--- config.mk ---
export PLATFORM = sky130hd
export DESIGN_NAME = sega_mapper
export DESIGN_NICKNAME = d
export VERILOG_FILES = /design/src/rtl/sega_mapper_pkg.sv /design/src/rtl/sega_mapper_regs.sv /design/src/rtl/sega_mapper.sv
export SDC_FILE = /design/constraint.sdc
export NUM_CORES = 1
export LEC_CHECK = 0
export CORE_UTILIZATION = 46
export CTS_BUF_LIST = sky130_fd_sc_hd__clkbuf_4 sky130_fd_sc_hd__clkbuf_8
export DETAILED_ROUTE_END_ITERATION = 10
export PLACE_DENSITY = 0.78
export SLEW_MARGIN = 40
export SYNTH_ARGS = -nofsm -noshare
export SYNTH_HDL_FRONTEND = slang
export SYNTH_SLANG_ARGS = --single-unit
--- constraint.sdc ---
create_clock -name MCLK -period 2 [get_ports MCLK]
set_clock_uncertainty 0.15 [all_clocks]
set_input_delay 0.3 -clock MCLK [delete_from_list [all_inputs] [get_ports MCLK]]
set_output_delay 0.3 -clock MCLK [all_outputs]
set_load 0.01 [all_outputs]
--- src/rtl/sega_mapper_pkg.sv ---
// Shared constants and types for the Sega cartridge mapper: control register
// addresses, power-on bank values, read FSM states and slot classes.
package sega_mapper_pkg;

    localparam logic [15:0] ADDR_CTRL  = 16'hFFFC;
    localparam logic [15:0] ADDR_BANK0 = 16'hFFFD;
    localparam logic [15:0] ADDR_BANK1 = 16'hFFFE;
    localparam logic [15:0] ADDR_BANK2 = 16'hFFFF;

    localparam logic [7:0] RST_CTRL  = 8'h00;
    localparam logic [7:0] RST_BANK0 = 8'h00;
    localparam logic [7:0] RST_BANK1 = 8'h01;
    localparam logic [7:0] RST_BANK2 = 8'h02;

    localparam int CTRL_SRAM_EN   = 3;
    localparam int CTRL_SRAM_BANK = 2;

    typedef enum logic [1:0] {
        ST_IDLE     = 2'd0,
        ST_ROMWAIT  = 2'd1,
        ST_SRAMWAIT = 2'd2,
        ST_VALID    = 2'd3
    } rd_state_t;

    typedef enum logic [1:0] {
        SLOT_NONE = 2'd0,
        SLOT_ROM  = 2'd1,
        SLOT_SRAM = 2'd2
    } slot_t;

endpackage

--- src/rtl/sega_mapper_regs.sv ---
// Mapper control registers (CTRL, BANK0-2) and the combinational slot decode
// that turns a Z80 address into a ROM address or a cartridge SRAM address.
module sega_mapper_regs
    import sega_mapper_pkg::*;
#(
    parameter int ROM_AW  = 22,
    parameter int SRAM_AW = 15
) (
    input  logic               MCLK,
    input  logic               RESET,
    input  logic               reg_we,
    input  logic [15:0]        address,
    input  logic [7:0]         data,
    input  logic [ROM_AW-1:0]  rom_mask,
    output slot_t              slot,
    output logic [ROM_AW-1:0]  rom_addr,
    output logic [SRAM_AW-1:0] sram_addr
);

    logic [7:0]  ctrl, bank0, bank1, bank2;
    logic [7:0]  bank;
    logic [21:0] rom_full;
    logic        unused_ctrl;

    always_ff @(posedge MCLK or negedge RESET) begin
        if (!RESET) begin
            ctrl  <= RST_CTRL;
            bank0 <= RST_BANK0;
            bank1 <= RST_BANK1;
            bank2 <= RST_BANK2;
        end else if (reg_we) begin
            case (address)
                ADDR_CTRL:  ctrl  <= data;
                ADDR_BANK0: bank0 <= data;
                ADDR_BANK1: bank1 <= data;
                ADDR_BANK2: bank2 <= data;
                default: ;
            endcase
        end
    end

    // The first 1 KiB is pinned to bank 0 so the interrupt vectors survive paging.
    always_comb begin
        bank = 8'h00;
        slot = SLOT_NONE;
        if (address < 16'h0400) begin
            slot = SLOT_ROM;
        end else if (address < 16'h4000) begin
            bank = bank0;
            slot = SLOT_ROM;
        end else if (address < 16'h8000) begin
            bank = bank1;
            slot = SLOT_ROM;
        end else if (address < 16'hC000) begin
            if (ctrl[CTRL_SRAM_EN]) begin
                slot = SLOT_SRAM;
            end else begin
                bank = bank2;
                slot = SLOT_ROM;
            end
        end
    end

    assign rom_full    = {bank, address[13:0]};
    assign rom_addr    = ROM_AW'(rom_full) & rom_mask;
    assign sram_addr   = SRAM_AW'({ctrl[CTRL_SRAM_BANK], address[13:0]});
    assign unused_ctrl = ^{ctrl[7:4], ctrl[1:0]};

endmodule

--- src/rtl/sega_mapper.sv ---
// Sega cartridge mapper top: strobe edge detection, SRAM write pulse and the
// read FSM that fetches from external ROM or cartridge SRAM.
module sega_mapper
    import sega_mapper_pkg::*;
#(
    parameter int ROM_AW  = 22,
    parameter int SRAM_AW = 15
) (
    input  logic               MCLK,
    input  logic               RESET,
    input  logic [15:0]        ADDRESS,
    input  logic [7:0]         DATA_i,
    input  logic               CART_CS,
    input  logic               CART_OE,
    input  logic               CART_WR,
    input  logic [ROM_AW-1:0]  ROM_MASK,
    output logic [7:0]         DATA_o,
    output logic               DATA_en,
    output logic [ROM_AW-1:0]  ROM_ADDR,
    output logic               ROM_REQ,
    input  logic               ROM_ACK,
    input  logic [7:0]         ROM_DATA,
    output logic [SRAM_AW-1:0] SRAM_ADDR,
    output logic               SRAM_WE,
    output logic [7:0]         SRAM_D,
    input  logic [7:0]         SRAM_Q
);

    logic              cs_q, oe_q, wr_q, rd_p, wr_p;
    logic              rd_now, rd_start, wr_rise, launch;
    logic              en_q;
    logic [15:0]       addr_lat;
    rd_state_t         state;
    slot_t             slot;
    logic [ROM_AW-1:0] rom_addr;

    sega_mapper_regs #(
        .ROM_AW  (ROM_AW),
        .SRAM_AW (SRAM_AW)
    ) u_regs (
        .MCLK      (MCLK),
        .RESET     (RESET),
        .reg_we    (wr_rise),
        .address   (ADDRESS),
        .data      (DATA_i),
        .rom_mask  (ROM_MASK),
        .slot      (slot),
        .rom_addr  (rom_addr),
        .sram_addr (SRAM_ADDR)
    );

    always_ff @(posedge MCLK or negedge RESET) begin
        if (!RESET) begin
            cs_q <= 1'b0;
            oe_q <= 1'b0;
            wr_q <= 1'b0;
            rd_p <= 1'b0;
            wr_p <= 1'b0;
        end else begin
            cs_q <= CART_CS;
            oe_q <= CART_OE;
            wr_q <= CART_WR;
            rd_p <= cs_q & oe_q;
            wr_p <= wr_q;
        end
    end

    assign rd_now   = cs_q & oe_q;
    assign rd_start = rd_now & ~rd_p;
    assign wr_rise  = wr_q & ~wr_p;
    assign SRAM_D   = DATA_i;

    always_ff @(posedge MCLK or negedge RESET) begin
        if (!RESET) SRAM_WE <= 1'b0;
        else        SRAM_WE <= wr_rise & cs_q & (slot == SLOT_SRAM);
    end

    // A new fetch starts on a read edge, or when the address moves under held strobes.
    always_comb begin
        launch = ((state == ST_IDLE) && rd_start) ||
                 ((state == ST_VALID) && rd_now && (ADDRESS != addr_lat));
    end

    always_ff @(posedge MCLK or negedge RESET) begin
        if (!RESET) begin
            state    <= ST_IDLE;
            DATA_o   <= 8'h00;
            en_q     <= 1'b0;
            ROM_REQ  <= 1'b0;
            ROM_ADDR <= '0;
            addr_lat <= 16'h0000;
        end else if (launch) begin
            en_q     <= 1'b0;
            addr_lat <= ADDRESS;
            case (slot)
                SLOT_ROM: begin
                    ROM_ADDR <= rom_addr;
                    ROM_REQ  <= 1'b1;
                    state    <= ST_ROMWAIT;
                end
                SLOT_SRAM: state <= ST_SRAMWAIT;
                default:   state <= ST_IDLE;
            endcase
        end else begin
            case (state)
                ST_ROMWAIT: if (ROM_ACK) begin
                    ROM_REQ <= 1'b0;
                    if (rd_now) begin
                        DATA_o <= ROM_DATA;
                        en_q   <= 1'b1;
                        state  <= ST_VALID;
                    end else begin
                        state  <= ST_IDLE;
                    end
                end
                ST_SRAMWAIT: begin
                    if (rd_now) begin
                        DATA_o <= SRAM_Q;
                        en_q   <= 1'b1;
                        state  <= ST_VALID;
                    end else begin
                        state  <= ST_IDLE;
                    end
                end
                ST_VALID: if (!rd_now) begin
                    en_q  <= 1'b0;
                    state <= ST_IDLE;
                end
                default: ;
            endcase
        end
    end

    // Gated with the live bus so the board never sees data for a stale or foreign cycle.
    assign DATA_en = en_q & CART_CS & CART_OE & (ADDRESS == addr_lat);

endmodule

==> results.sh <==
export IMPL_status="complete, but fails checks"
export IMPL_failed_checks="setup timing"
export IMPL_layout_drive_gt1_share_pct=26.7
export IMPL_start_util_pct=47.6
export IMPL_p_int_mw=4.22
export IMPL_insertion_delay_ps=350
export IMPL_fmax_ghz=0.426
export IMPL_vias=3890
export IMPL_rr_worst_depth=8
export IMPL_r2r_slack_ps=-340
export IMPL_rows=36
export IMPL_tightest_slew_ps=455
export IMPL_relSlewSlack_pct=69.6
export IMPL_start_kind="register"
export IMPL_nets=641
export IMPL_stdcell_count=707
export IMPL_die_area_um2=10500
export IMPL_power_mw=6.25
export IMPL_antenna_cells=0
export IMPL_arrival_ps=2420
export IMPL_hpwl_um=8980
export IMPL_wl_per_cell_um=17.5
export IMPL_crit_cells=8
export IMPL_setup_worst_path_end="DATA_o[5]"
export IMPL_die_w_um=103
export IMPL_portBuffers=123
export IMPL_wl_um=12400
export IMPL_final_area_um2=6510
export IMPL_syn_inst=425
export IMPL_overflow=0
export IMPL_layout_worst_path_cycle_share_pct=117
export IMPL_max_stage_delay_ps=410
export IMPL_ys_seq_area_share_pct=44.2
export IMPL_rr_endpoint="DATA_o[5]"
export IMPL_setup_viol=50
export IMPL_grt_max_degree=36
export IMPL_crit_required_ps=2080
export IMPL_synth_avg_cell_area_um2=10.9
export IMPL_power_density_nw_per_um2=961
export IMPL_hold_violations=0
export IMPL_clockPowerShare_pct=19.6
export IMPL_postSynth_asyncResetShare_pct=100
export IMPL_synth_edff_count=0
export IMPL_drt_vias_per_instance=5.50
export IMPL_ys_flop_type="dfrtp_1"
export IMPL_pin_count=124
export IMPL_cts_root_buffer="clkbuf_8"
export IMPL_cp_cell_sequence="xor2_1 > nor4_1 > buf_4 > nand4_1 > buf_4 > a211oi_4 > buf_6 > mux2_2"
export IMPL_first_global_vias=3999
export IMPL_cts_sinks=82
export IMPL_power_frac_comb_pct=41.2
export IMPL_crit_fanout=8
export IMPL_final_cell_mix="108 x clkdlybuf4s50_1, 80 x dfrtp_1, 58 x mux2_2, 52 x nand2_1, 42 x buf_4"
export IMPL_crit_family="buffers and inverters"
export IMPL_cp_common_cell="buf_4"
export IMPL_ys_ff_latch=82
export IMPL_place_gp_congestion=0.856
export IMPL_p_sw_share_pct=32.6
export IMPL_vdd_drop_max_v=0.000431
export IMPL_clkTransAtPathRegs_ps=90
export IMPL_leakage_nw=2.85
export IMPL_critPathCaptureType="register"
export IMPL_fin_util_pct=66.6
export IMPL_crit_type="reg -> reg"
export IMPL_tritoncts_num_buffers=9
export IMPL_core_area_um2=9770
export IMPL_dpl_cell_count=684
export IMPL_drt_iter0_markers=268
export IMPL_power_net_switching_mw=2.04
export IMPL_syn_area_um2=4650
export IMPL_hold_class="in -> reg"
export IMPL_rsz0062_at_grt="true"
export IMPL_period_minus_slack_ps=2340
export IMPL_dpl_instance_area_um2=6140
export IMPL_fin_ws_ps=-345
export IMPL_grt_pass1_wl_um=19700
export IMPL_drc=0
export IMPL_clockBufferDepth=2
export IMPL_syn_num_nets=497
export IMPL_dr_pass1_iters=5
export IMPL_die_y_um=103
export IMPL_critPathLaunch="addr_lat[13]"
export IMPL_antenna_found_initial=0
export IMPL_final_common_cell="clkdlybuf4s50_1"
export IMPL_ant_nets=0
export IMPL_yosysUniqueCellTypes=38
export IMPL_track_usage_pct=24.5
export IMPL_yosysWarnings=0
export IMPL_max_cap_viol_count=0
export IMPL_cts_tree="built"
export IMPL_cp_slowest_cell="dfrtp_1"
export IMPL_critPathBufInv=3
export IMPL_htree_num_levels=3
export IMPL_p_seq_share_pct=39.2
export IMPL_syn2layout_area_growth_pct=39.9
export IMPL_r2r_start="addr_lat[13]"
export IMPL_maxSlewViolCount=0
==> cells in the mapped netlist (all sizes together) (2+ instances only) <==
master | count | area (um^2)
a211o | 14 | 123
inv | 3 | 11.3
buf | 33 | 254
and4 | 2 | 18.8
o22ai | 7 | 43.8
dfrtp | 80 | 2000
ha | 4 | 50.1
mux2i | 24 | 240
dfstp | 2 | 52.6
nor4 | 6 | 50.0
nor2 | 6 | 22.5
nand2b | 4 | 25.0
a21oi | 6 | 30.0
nand4 | 10 | 62.6
nand2 | 52 | 195
xor2 | 16 | 140
mux2 | 66 | 769
o211ai | 9 | 67.6
nand3 | 29 | 145
o21ai | 11 | 66.3
clkbuf | 14 | 52.6
nand3b | 4 | 30.0
o2bb2ai | 15 | 131
==> area by class of cell <==
class	instances	area, um^2
fillers	763	3270
flip-flops and latches	82	2050
clock buffers	9	124
clock inverters	7	75.1
inverters	3	11.3
well taps	133	166
multi-input cells	293	2320
repair buffers	180	1760
==> power groups by stage <==
stage	sequential, mW	combinational (mW)	clock, mW
after floorplan	2.51	1.31	0
after global placement	2.45	2.41	0
after detailed placement	2.47	2.50	0
after CTS	2.44	2.57	1.24
after global routing	2.51	2.79	1.32
final	2.45	2.58	1.22
==> per-layer routing <==
layer	vias to the layer above	GRT usage, %	share of wire (%)
li1	1811	-	-
met1	1942	32.3	44
met2	124	42.7	50
met3	13	2.85	4.4
met4	0	6.70	1.3
met5	-	0	0
==> worst min path at each step <==
stage | from | endpoint | slack [ps] | depth (start not counted)
detailed placement | RESET | u_regs.bank2[5] | 130 | 1
finish | ADDRESS[7] | addr_lat[7] | 240 | 3
CTS | CART_WR | wr_q | 240 | 1
floorplan | RESET | DATA_o[0] | -150 | 0
global route | ADDRESS[8] | addr_lat[8] | 240 | 3
global placement | RESET | u_regs.bank0[5] | 120 | 1
==> sequential cells by signal, indices dropped and copies added (netlist names), 2 cells and up <==
signal,flops
state,2
DATA_o,8
u_regs.bank0,8
u_regs.ctrl,2
u_regs.bank1,8
u_regs.bank2,8
addr_lat,16
ROM_ADDR,22
==> per-stage QoR <==
step | hold slack [ps] | setup TNS, ps | setup slack (ps)
final | 237 | -9760 | -345
after global routing | 241 | -14300 | -480
after global placement | 123 | -44120 | -703
after CTS | 239 | -11030 | -380
after floorplan | -146 | -690 | -84.0
after detailed placement | 130 | -46560 | -760
==> kinds of logic after synthesis <==
logic type                 Yosys count  synth area share (%)
AOI/OAI and AO/OA                   64                  10.5
xor gates and xnor gates            16                  3.01
buffers and inverters               50                  6.83
muxes                               90                  21.7
and+or+nand+nor                    119                  12.7
adders and majority gates            4                  1.08
DFF                                 82                  44.2
==> tightest hold or removal path: stages <==
cell	delay, ps
dlymetal6s2s_1	140
buf_6	130
mux2_2	140
==> what timing repair did <==
item / 4_1_cts / 5_1_grt
hold endpoints to repair: 31 / 0
resized for setup: 21 / 17
endpoints found under the setup margin: 76 / 79
setup buffers: 6 / 0
hold buffers: 1 / 0
pin swaps: 7 / 6
Note: power is estimated with default switching activity, not from simulation.
